File: src/rtl/fft_uart_packer_if.sv
// Handshake bundle shared by the FFT result source, the packer and the UART transmitter.
interface fft_uart_packer_if;
    logic        i_data_valid;
    logic [15:0] i_data;
    logic        o_ready;
    logic        o_overflow;
    logic        o_tx_start;
    logic [7:0]  o_tx_byte;
    logic        i_tx_done;
    logic        o_frame_done;

    modport master (
        output i_data_valid, i_data, i_tx_done,
        input  o_ready, o_overflow, o_tx_start, o_tx_byte, o_frame_done
    );

    modport slave (
        input  i_data_valid, i_data, i_tx_done,
        output o_ready, o_overflow, o_tx_start, o_tx_byte, o_frame_done
    );
endinterface

File: src/rtl/fft_uart_packer.sv
// Buffers one frame of 16-bit FFT words and streams it byte-by-byte to a UART (header, then hi/lo bytes).
// Optional macro PACKER_CHECKSUM_EN appends an XOR checksum of the data bytes.
module fft_uart_packer #(
    parameter int         N_WORDS  = 16,
    parameter logic [7:0] HDR_BYTE = 8'hA5
) (
    input logic              i_clk,
    input logic              i_rst,
    fft_uart_packer_if.slave bus
);

`ifdef PACKER_CHECKSUM_EN
    localparam int FRAME_LEN = 2 * N_WORDS + 2;
`else
    localparam int FRAME_LEN = 2 * N_WORDS + 1;
`endif
    localparam int LAST_IDX = FRAME_LEN - 1;
    localparam int PTR_W    = (N_WORDS > 1) ? $clog2(N_WORDS) : 1;
    localparam int IDX_W    = $clog2(FRAME_LEN);

    typedef enum logic [2:0] {CAPTURE, ISSUE, WAIT, NEXT, FIN} state_t;

    state_t           state, state_nxt;
    logic [PTR_W-1:0] wr_ptr, wr_ptr_nxt;
    logic [IDX_W-1:0] byte_idx, byte_idx_nxt;
    logic             wr_en;
    logic [15:0]      buffer [N_WORDS];
    logic [PTR_W-1:0] word_sel;
    logic [7:0]       byte_sel;

    logic       ready_r, ready_nxt;
    logic       overflow_r, overflow_nxt;
    logic       start_r, start_nxt;
    logic       done_r, done_nxt;
    logic [7:0] tx_byte_r, tx_byte_nxt;

    always_ff @(posedge i_clk or posedge i_rst) begin
        if (i_rst) begin
            state      <= CAPTURE;
            wr_ptr     <= '0;
            byte_idx   <= '0;
            ready_r    <= 1'b1;
            overflow_r <= 1'b0;
            start_r    <= 1'b0;
            done_r     <= 1'b0;
            tx_byte_r  <= 8'h00;
        end else begin
            state      <= state_nxt;
            wr_ptr     <= wr_ptr_nxt;
            byte_idx   <= byte_idx_nxt;
            ready_r    <= ready_nxt;
            overflow_r <= overflow_nxt;
            start_r    <= start_nxt;
            done_r     <= done_nxt;
            tx_byte_r  <= tx_byte_nxt;
        end
    end

    // Outputs are registered from the next state, so each pulse lines up with the state it belongs to.
    always_comb begin
        state_nxt    = state;
        wr_ptr_nxt   = wr_ptr;
        byte_idx_nxt = byte_idx;
        wr_en        = 1'b0;
        case (state)
            CAPTURE: begin
                if (bus.i_data_valid) begin
                    wr_en = 1'b1;
                    if (wr_ptr == PTR_W'(N_WORDS - 1)) begin
                        wr_ptr_nxt   = '0;
                        byte_idx_nxt = '0;
                        state_nxt    = ISSUE;
                    end else begin
                        wr_ptr_nxt = wr_ptr + PTR_W'(1);
                    end
                end
            end
            ISSUE:   state_nxt = WAIT;
            WAIT:    if (bus.i_tx_done) state_nxt = NEXT;
            NEXT: begin
                if (byte_idx == IDX_W'(LAST_IDX)) begin
                    state_nxt = FIN;
                end else begin
                    byte_idx_nxt = byte_idx + IDX_W'(1);
                    state_nxt    = ISSUE;
                end
            end
            FIN:     state_nxt = CAPTURE;
            default: state_nxt = CAPTURE;
        endcase
        ready_nxt    = (state_nxt == CAPTURE);
        overflow_nxt = bus.i_data_valid && !ready_r;
        start_nxt    = (state_nxt == ISSUE);
        done_nxt     = (state_nxt == FIN);
    end

    always_ff @(posedge i_clk) begin
        if (wr_en) buffer[wr_ptr] <= bus.i_data;
    end

`ifdef PACKER_CHECKSUM_EN
    logic [7:0] chk;

    // Running XOR restarts on word 0, so an aborted frame never leaks into the next one.
    always_ff @(posedge i_clk) begin
        if (wr_en) chk <= ((wr_ptr == '0) ? 8'h00 : chk) ^ bus.i_data[15:8] ^ bus.i_data[7:0];
    end
`endif

    // Odd frame indices carry the high byte of word (idx-1)/2, even ones the low byte.
    always_comb begin
        word_sel = PTR_W'((byte_idx_nxt - IDX_W'(1)) >> 1);
        byte_sel = byte_idx_nxt[0] ? buffer[word_sel][15:8] : buffer[word_sel][7:0];
        if (byte_idx_nxt == '0) byte_sel = HDR_BYTE;
`ifdef PACKER_CHECKSUM_EN
        else if (byte_idx_nxt == IDX_W'(LAST_IDX)) byte_sel = chk;
`endif
        tx_byte_nxt = start_nxt ? byte_sel : tx_byte_r;
    end

    assign bus.o_ready      = ready_r;
    assign bus.o_overflow   = overflow_r;
    assign bus.o_tx_start   = start_r;
    assign bus.o_tx_byte    = tx_byte_r;
    assign bus.o_frame_done = done_r;

endmodule
File: src/flat_wrapper.sv
// flat-port wrapper written by rule: the top's interface ports become plain ports
module fft_uart_packer_flat 
#(
    parameter int         N_WORDS  = 16,
    parameter logic [7:0] HDR_BYTE = 8'hA5
)
  (i_clk, i_rst, bus_i_data_valid, bus_i_data, bus_i_tx_done, bus_o_ready, bus_o_overflow, bus_o_tx_start, bus_o_tx_byte, bus_o_frame_done);
  fft_uart_packer_if bus_i ();
  input logic i_clk;
  input logic i_rst;
  input wire logic [$bits(bus_i.i_data_valid)-1:0] bus_i_data_valid;
  input wire logic [$bits(bus_i.i_data)-1:0] bus_i_data;
  input wire logic [$bits(bus_i.i_tx_done)-1:0] bus_i_tx_done;
  output wire logic [$bits(bus_i.o_ready)-1:0] bus_o_ready;
  output wire logic [$bits(bus_i.o_overflow)-1:0] bus_o_overflow;
  output wire logic [$bits(bus_i.o_tx_start)-1:0] bus_o_tx_start;
  output wire logic [$bits(bus_i.o_tx_byte)-1:0] bus_o_tx_byte;
  output wire logic [$bits(bus_i.o_frame_done)-1:0] bus_o_frame_done;
  assign bus_i.i_data_valid = bus_i_data_valid;
  assign bus_i.i_data = bus_i_data;
  assign bus_i.i_tx_done = bus_i_tx_done;
  assign bus_o_ready = bus_i.o_ready;
  assign bus_o_overflow = bus_i.o_overflow;
  assign bus_o_tx_start = bus_i.o_tx_start;
  assign bus_o_tx_byte = bus_i.o_tx_byte;
  assign bus_o_frame_done = bus_i.o_frame_done;
  fft_uart_packer #(.N_WORDS(N_WORDS), .HDR_BYTE(HDR_BYTE)) u_core (.i_clk(i_clk), .i_rst(i_rst), .bus(bus_i));
endmodule
File: config.mk
export PLATFORM = sky130hd
export DESIGN_NAME = fft_uart_packer_flat
export DESIGN_NICKNAME = d
export VERILOG_FILES = /design/src/rtl/fft_uart_packer_if.sv /design/src/rtl/fft_uart_packer.sv /design/src/flat_wrapper.sv
export SDC_FILE = /design/constraint.sdc
export NUM_CORES = 1
export LEC_CHECK = 0
export CORE_ASPECT_RATIO = 0.75
export CORE_UTILIZATION = 60
export CTS_BUF_LIST = sky130_fd_sc_hd__clkbuf_8 sky130_fd_sc_hd__clkbuf_16
export DETAILED_ROUTE_END_ITERATION = 7
export PLACE_DENSITY_LB_ADDON = 0.3
export SETUP_SLACK_MARGIN = 0.2
export SLEW_MARGIN = 20
export SYNTH_ARGS = -nofsm -noshare
export SYNTH_HDL_FRONTEND = slang
export SYNTH_SLANG_ARGS = --single-unit
File: constraint.sdc
create_clock -name i_clk -period 12 [get_ports i_clk]
set_input_delay 1.8 -clock i_clk [delete_from_list [all_inputs] [get_ports i_clk]]
set_output_delay 1.8 -clock i_clk [all_outputs]
set_load 0.05 [all_outputs]
# After elaboration in Yosys (flattened, before gate mapping)
# Memory sizes are Yosys's and may differ from the RTL's.
# Cells that the tools add are included.
[word_totals]
ff_bits = 25
latchBits = 0
mem_bits_rw = 256
romBits = 0
inputBits = 20
output_inout_bits = 12
word_cells = 41
memories = 1
[classes]
n_addsub = 3
multipliers = 0
div = 0
order_cmp = 0
n_eq_ne = 7
n_shift = 0
muxes = 16
n_bitwise = 0
reduce_logical = 6
[mem_list]
columns = ["name", "depth", "width", "read_ports", "rd_ports_with_merged_regs", "wr", "line_no", "source"]
rows = [
  ["u_core.buffer", 16, 16, 1, 0, 1, "fft_uart_packer.sv:27", "logic [15:0] buffer [N_WORDS];"],
]
[ops]
columns = ["operator", "n"]
rows = [
  ["two-way mux 6 bit", 3],
  ["two-way mux 8 bit", 2],
  ["two-way mux 3 bit", 4],
  ["one-hot mux 3 bit (4 select lines)", 1],
  ["one-hot mux 6 bit (2 select lines)", 1],
  ["adder 6 x 1 -> 6 bit (second input constant)", 1],
  ["== test 3 x 1 -> 1 bit (second input constant)", 2],
  ["== test 3 x 2 -> 1 bit (second input constant)", 2],
  ["== test 6 bit (second input constant)", 1],
  ["zero test 3 bit", 2],
  ["zero test 6 bit", 1],
  ["subtractor 5 x 1 -> 5 bit (second input constant)", 1],
  ["adder 4 x 1 -> 4 bit (second input constant)", 1],
  ["== test 4 bit (second input constant)", 1],
  ["two-way mux 1 bit", 4],
  ["two-way mux 4 bit", 1],
  ["== test 3 bit (second input constant)", 1],
  ["AND reduction 2 bit", 1],
  ["logical AND 1 bit", 1],
  ["zero test 1 bit", 1],
]

# Logic depth before layout (Yosys ltp)
# An unclocked memory read counts as a cell.
[depth]
depth_word = 8
ltp_mapped = 19
mapped_depth_nobuf = 16

# Worst setup path after synthesis
# OpenSTA, ideal clock, no wires.
[synth_timing]
kind = "input to register"
start = "in bus_i_data_valid"
end = "reg u_core.tx_byte_r[1], in the netlist u_core.bus.o_tx_byte[1]"
setup_time_ns = 0.148
arrival_ns = 5.921
required_time_ns = 11.852
path_slack_ns = 5.931
stages = 15
n_path_buf = 4
cell_sequence = "or4b_1 -> buf_2 -> or2_2 -> inv_1 -> nor2_1 -> a21o_1 -> inv_1 -> ha_1 -> buf_1 -> clkbuf_1 -> clkbuf_1 -> mux4_2 -> a32o_1 -> a21oi_1 -> o221ai_1"
[synth_between]
elab_chain_len = 6
word_cells_on_any_way = 10
classes_between = "add/sub (1); eq/ne (1); mux (6); reduce/logical (1); memory (1)"
[synth_rtl]
columns = ["item", "line_no", "source"]
rows = [
  ["from (decl)", "flat_wrapper.sv:11", "input wire logic [$bits(bus_i.i_data_valid)-1:0] bus_i_data_valid;"],
  ["two-way mux 6 bit *", "fft_uart_packer.sv:67", "if (bus.i_data_valid) begin"],
  ["one-hot mux 6 bit (2 select lines) *", "fft_uart_packer.sv:65", "case (state)"],
  ["via u_core.byte_idx_nxt[0]", "fft_uart_packer.sv:25", "logic [IDX_W-1:0] byte_idx, byte_idx_nxt;"],
  ["subtractor 5 x 1 -> 5 bit", "fft_uart_packer.sv:112", "word_sel = PTR_W'((byte_idx_nxt - IDX_W'(1)) >> 1);"],
  ["memory read (16 x 16 bit)", "--", ""],
  ["two-way mux 8 bit", "fft_uart_packer.sv:113", "byte_sel = byte_idx_nxt[0] ? buffer[word_sel][15:8] : buffer[word_sel][7:0];"],
  ["two-way mux 8 bit *", "fft_uart_packer.sv:114", "if (byte_idx_nxt == '0) byte_sel = HDR_BYTE;"],
  ["to (signal assigned)", "fft_uart_packer.sv:55", "tx_byte_r <= tx_byte_nxt;"],
  ["to (decl)", "fft_uart_packer.sv:35", "logic [7:0] tx_byte_r, tx_byte_nxt;"],
]
# The timed path passes the listed nets; every way through them passes the cells marked *.
# A chain may end at the register's enable or synchronous reset.

# Worst setup path in the final report
# Ends and elaborated chain as after synthesis.

==> impl_metrics.py <==
metrics = {
    "floorplanning": {
        "io_pins": 32,
        "die_x_um": 161,
        "start_util_pct": 61.3,
        "rows": 43,
        "fp.dieH_um": 121,
        "core_area_mm2": 0.0185,
        "dieArea_mm2": 0.0195,
    },
    "sta": {
        "finalSetupViolCount": 0,
        "max-slew-margin-rel_pct": 27.2,
        "finalHoldViolations": 0,
        "min_period_ns": 6.77,
        "setup_slack_ns": 5.23,
        "fmax_mhz": 148,
        "fin_skew_ns": 0.0139,
        "rsz0062_at_grt": "no",
        "min_period_over_period_pct": 56.4,
        "maxSlewViolCount": 0,
        "whs_ns": 0.528,
        "tns_ns": 0,
        "worstMarginPinSlew_ns": 1.09,
    },
    "power_and_ir_drop": {
        "power_leakage_uw": 0.00420,
        "power_per_cell_area_mw_per_mm2": 295,
        "irDropWorstVdd_mv": 0.287,
    },
    "cts": {
        "clock_path_buffers": 3,
        "clock_latency_ns": 0.53,
        "numCtsBuffers": 27,
        "clkTransAtPathRegs_ns": 0.06,
        "cts_setup_buffers": 0,
        "cts_resized": 0,
        "cts_max_level": 1,
        "cts_root_buffer": "clkbuf_16",
        "cts_hold_buffers": 0,
        "cts_tree": "yes",
        "clock_sinks": 281,
    },
    "logic_synthesis": {
        "synth-async-reset-ratio_pct": 8.90,
        "synth-compound-area-share_pct": 5.56,
        "synthFlopType": "edfxtp_1",
        "synth_nets": 633,
        "yosys_register_bits": 281,
        "synth_fa_ha_area_share_pct": 0.883,
        "synthSimpleGateAreaFrac_pct": 5.11,
        "synth_edf_count": 256,
        "synth_top_family_by_area": "multiplexers",
        "seq_area_frac_synth_pct": 73.3,
        "muxShareOfSynthArea_pct": 13.0,
        "synth_xor_area_share_pct": 0.596,
        "syn_area_mm2": 0.0113,
        "yosys_warnings": 0,
        "syn_avg_cell_area_um2": 18.7,
        "synthCells": 605,
        "yosysUniqueCellTypes": 58,
    },
    "layout": {
        "final_nets": 685,
        "final_area_mm2": 0.0129,
        "area_growth_pct": 13.9,
        "stdcell_count": 925,
        "fillers": 1154,
        "drive_gt1_share_pct": 22.0,
        "num_antenna_cells": 0,
    },
    "grt": {
        "grt_util_met3_pct": 5.30,
        "grt_usage_pct": 25.8,
        "busiest_layer": "met2",
        "grt_use_met2_pct": 40.7,
        "grt_max_degree": 62,
        "grt_pass1_vias": 6085,
        "grt_overflow": 0,
        "grt_pass1_wl_um": 36600,
        "antenna_found_initial": 0,
        "gr-usage-met1_pct": 38.0,
    },
    "drt": {
        "via_count": 6094,
        "first_iter_violations": 664,
        "routed_wl_um": 24000,
        "wire_per_inst_um": 26.0,
        "ant_nets": 0,
        "drc": 2,
        "drt_pass1_iterations": 7,
        "vias_per_cell": 6.59,
    },
    "worst_setup_path": {
        "crit_family": "buffers and inverters",
        "worst-path-buf-inv": 4,
        "critPathArrivalTime_ns": 7.12,
        "crit_slowest_cell": "buf_4",
        "cp_common_cell": "inv_1",
        "r2r_setup_slack_ns": 6.46,
        "path_cells": "clkdlybuf4s50_1 -> or4b_1 -> or2_2 -> inv_1 -> nor2_1 -> a21o_1 -> inv_1 -> ha_4 -> nor3_4 -> nor2_4 -> buf_4 -> mux4_2 -> mux2_2 -> a21oi_1 -> o221ai_1",
        "critPathMaxFanout": 61,
        "crit_type": "in2reg",
        "endpoint_kind": "flip-flop",
        "crit_required_ns": 12.35,
        "cp-start-kind": "input port",
        "slowest_delay_ns": 0.76,
    },
    "place": {
        "dp_hpwl_um": 13900,
        "placed_area_mm2": 0.0120,
        "dpl_worst_slack_ns": 4.75,
        "io_buffers": 31,
        "dp_cells": 875,
        "gp_congestion": 0.877,
    },
    "hold_path": {
        "hold_path.class": "reg2reg",
    },
    "status": {
        "status": "finished with violations",
        "violations": "design-rule violations",
    },
    "job": {
        "maxCapViolCount": 0,
    },
}
==> kinds of logic after synthesis <==
| kind of cell | Yosys count |
|---|---|
| DFF | 281 |
| and+or+nand+nor | 114 |
| AOI/OAI and AO/OA | 85 |
| muxes | 74 |
| buffers and inverters | 37 |
| adders and majority gates | 8 |
| xor gates and xnor gates | 6 |
==> state kept, by name, indices dropped and copies added (netlist names) <==
name / flops
u_core.bus.o_frame_done: 1
u_core.bus.o_overflow: 1
u_core.bus.o_tx_byte: 8
u_core.state: 3
u_core.wr_ptr: 4
u_core.byte_idx: 6
u_core.buffer: 256
u_core.bus.o_tx_start: 1
u_core.bus.o_ready: 1
==> cells in the mapped netlist, types with 4 or more instances <==
| library cell | number | share of area, % |
|---|---|---|
| nor2_1 | 35 | 1.2 |
| buf_2 | 9 | 0.40 |
| xnor2_1 | 4 | 0.31 |
| or4_1 | 10 | 0.66 |
| mux2i_1 | 8 | 0.71 |
| edfxtp_1 | 256 | 68 |
| a21oi_1 | 12 | 0.53 |
| mux4_2 | 58 | 12 |
| mux2_2 | 8 | 0.79 |
| clkbuf_1 | 12 | 0.40 |
| a32o_1 | 7 | 0.62 |
| a211oi_1 | 5 | 0.33 |
| nand2b_1 | 7 | 0.39 |
| o21ai_0 | 13 | 0.57 |
| ha_1 | 8 | 0.88 |
| nand2_1 | 21 | 0.70 |
| inv_1 | 12 | 0.40 |
| nand3_1 | 17 | 0.75 |
| o22ai_1 | 6 | 0.33 |
| dfrtp_1 | 24 | 5.3 |
| a31oi_1 | 7 | 0.39 |
| o221ai_1 | 8 | 0.62 |
| nor3_1 | 9 | 0.40 |
| o311ai_0 | 6 | 0.46 |
==> placed cells by master, fill, tap and decap left out, types with 4 or more instances in the layout <==
cell,count
nand3_1,17
or4_1,10
nor2_2,4
nor2_1,28
a31oi_1,7
edfxtp_1,256
dfrtp_1,24
a211oi_1,5
o21ai_0,13
nand2_1,21
nor2_4,4
o22ai_1,6
a21oi_1,12
buf_4,17
o221ai_1,8
clkbuf_16,27
clkdlybuf4s50_1,31
mux2_2,8
mux4_2,58
a32o_1,7
ha_1,7
inv_1,16
o311ai_0,6
nand2b_1,7
clkinv_1,8
mux2i_1,8
nor3_1,5
nor3_2,4
==> layout make-up <==
class | instances | area (um2) | share of cell area [%]
well taps | 247 | 309 | 2.39
flip-flops and latches | 281 | 8310 | 64.4
multi-input cells | 287 | 2940 | 22.8
clock inverters | 22 | 179 | 1.39
inverters | 12 | 45.0 | 0.349
clock buffers | 28 | 689 | 5.34
repair buffers | 48 | 438 | 3.39
==> metrics by stage <==
stage	utilization (%)	power, uW
detailed placement	65.0	2980
global route	69.8	3990
floorplan	-	2540
finish	69.8	3810
CTS	69.7	3820
global placement	64.9	2940
==> path summary, 6_finish.rpt <==
check | endpoint | startpoint | depth (start not counted)
min in group asynchronous | u_core.bus.o_tx_byte[7]$_DFFE_PP0P_ | i_rst | 2
min | u_core.bus.o_overflow$_DFF_PP0_ | u_core.bus.o_ready$_DFF_PP1_ | 1
max reg2reg | u_core.bus.o_tx_byte[1]$_DFFE_PP0P_ | u_core.state[0]$_DFF_PP0_ | 14
min reg2reg | u_core.bus.o_overflow$_DFF_PP0_ | u_core.bus.o_ready$_DFF_PP1_ | 1
max | u_core.bus.o_tx_byte[1]$_DFFE_PP0P_ | bus_i_data_valid | 15
max in group asynchronous | u_core.bus.o_tx_byte[1]$_DFFE_PP0P_ | i_rst | 2
==> per-layer routing <==
| metal | up-vias | wire, um |
|---|---|---|
| li1 | 2610 | - |
| met4 | 0 | 339 |
| met3 | 28 | 2340 |
| met1 | 3145 | 9790 |
| met5 | - | 0 |
| met2 | 311 | 11600 |
==> power by group <==
| group | internal [uW] | total [uW] | switching, uW |
|---|---|---|---|
| Clock | 479 | 823 | 344 |
| Sequential | 1140 | 1200 | 53.2 |
| Combinational | 805 | 1790 | 985 |
(Power assumes the default switching activity.)
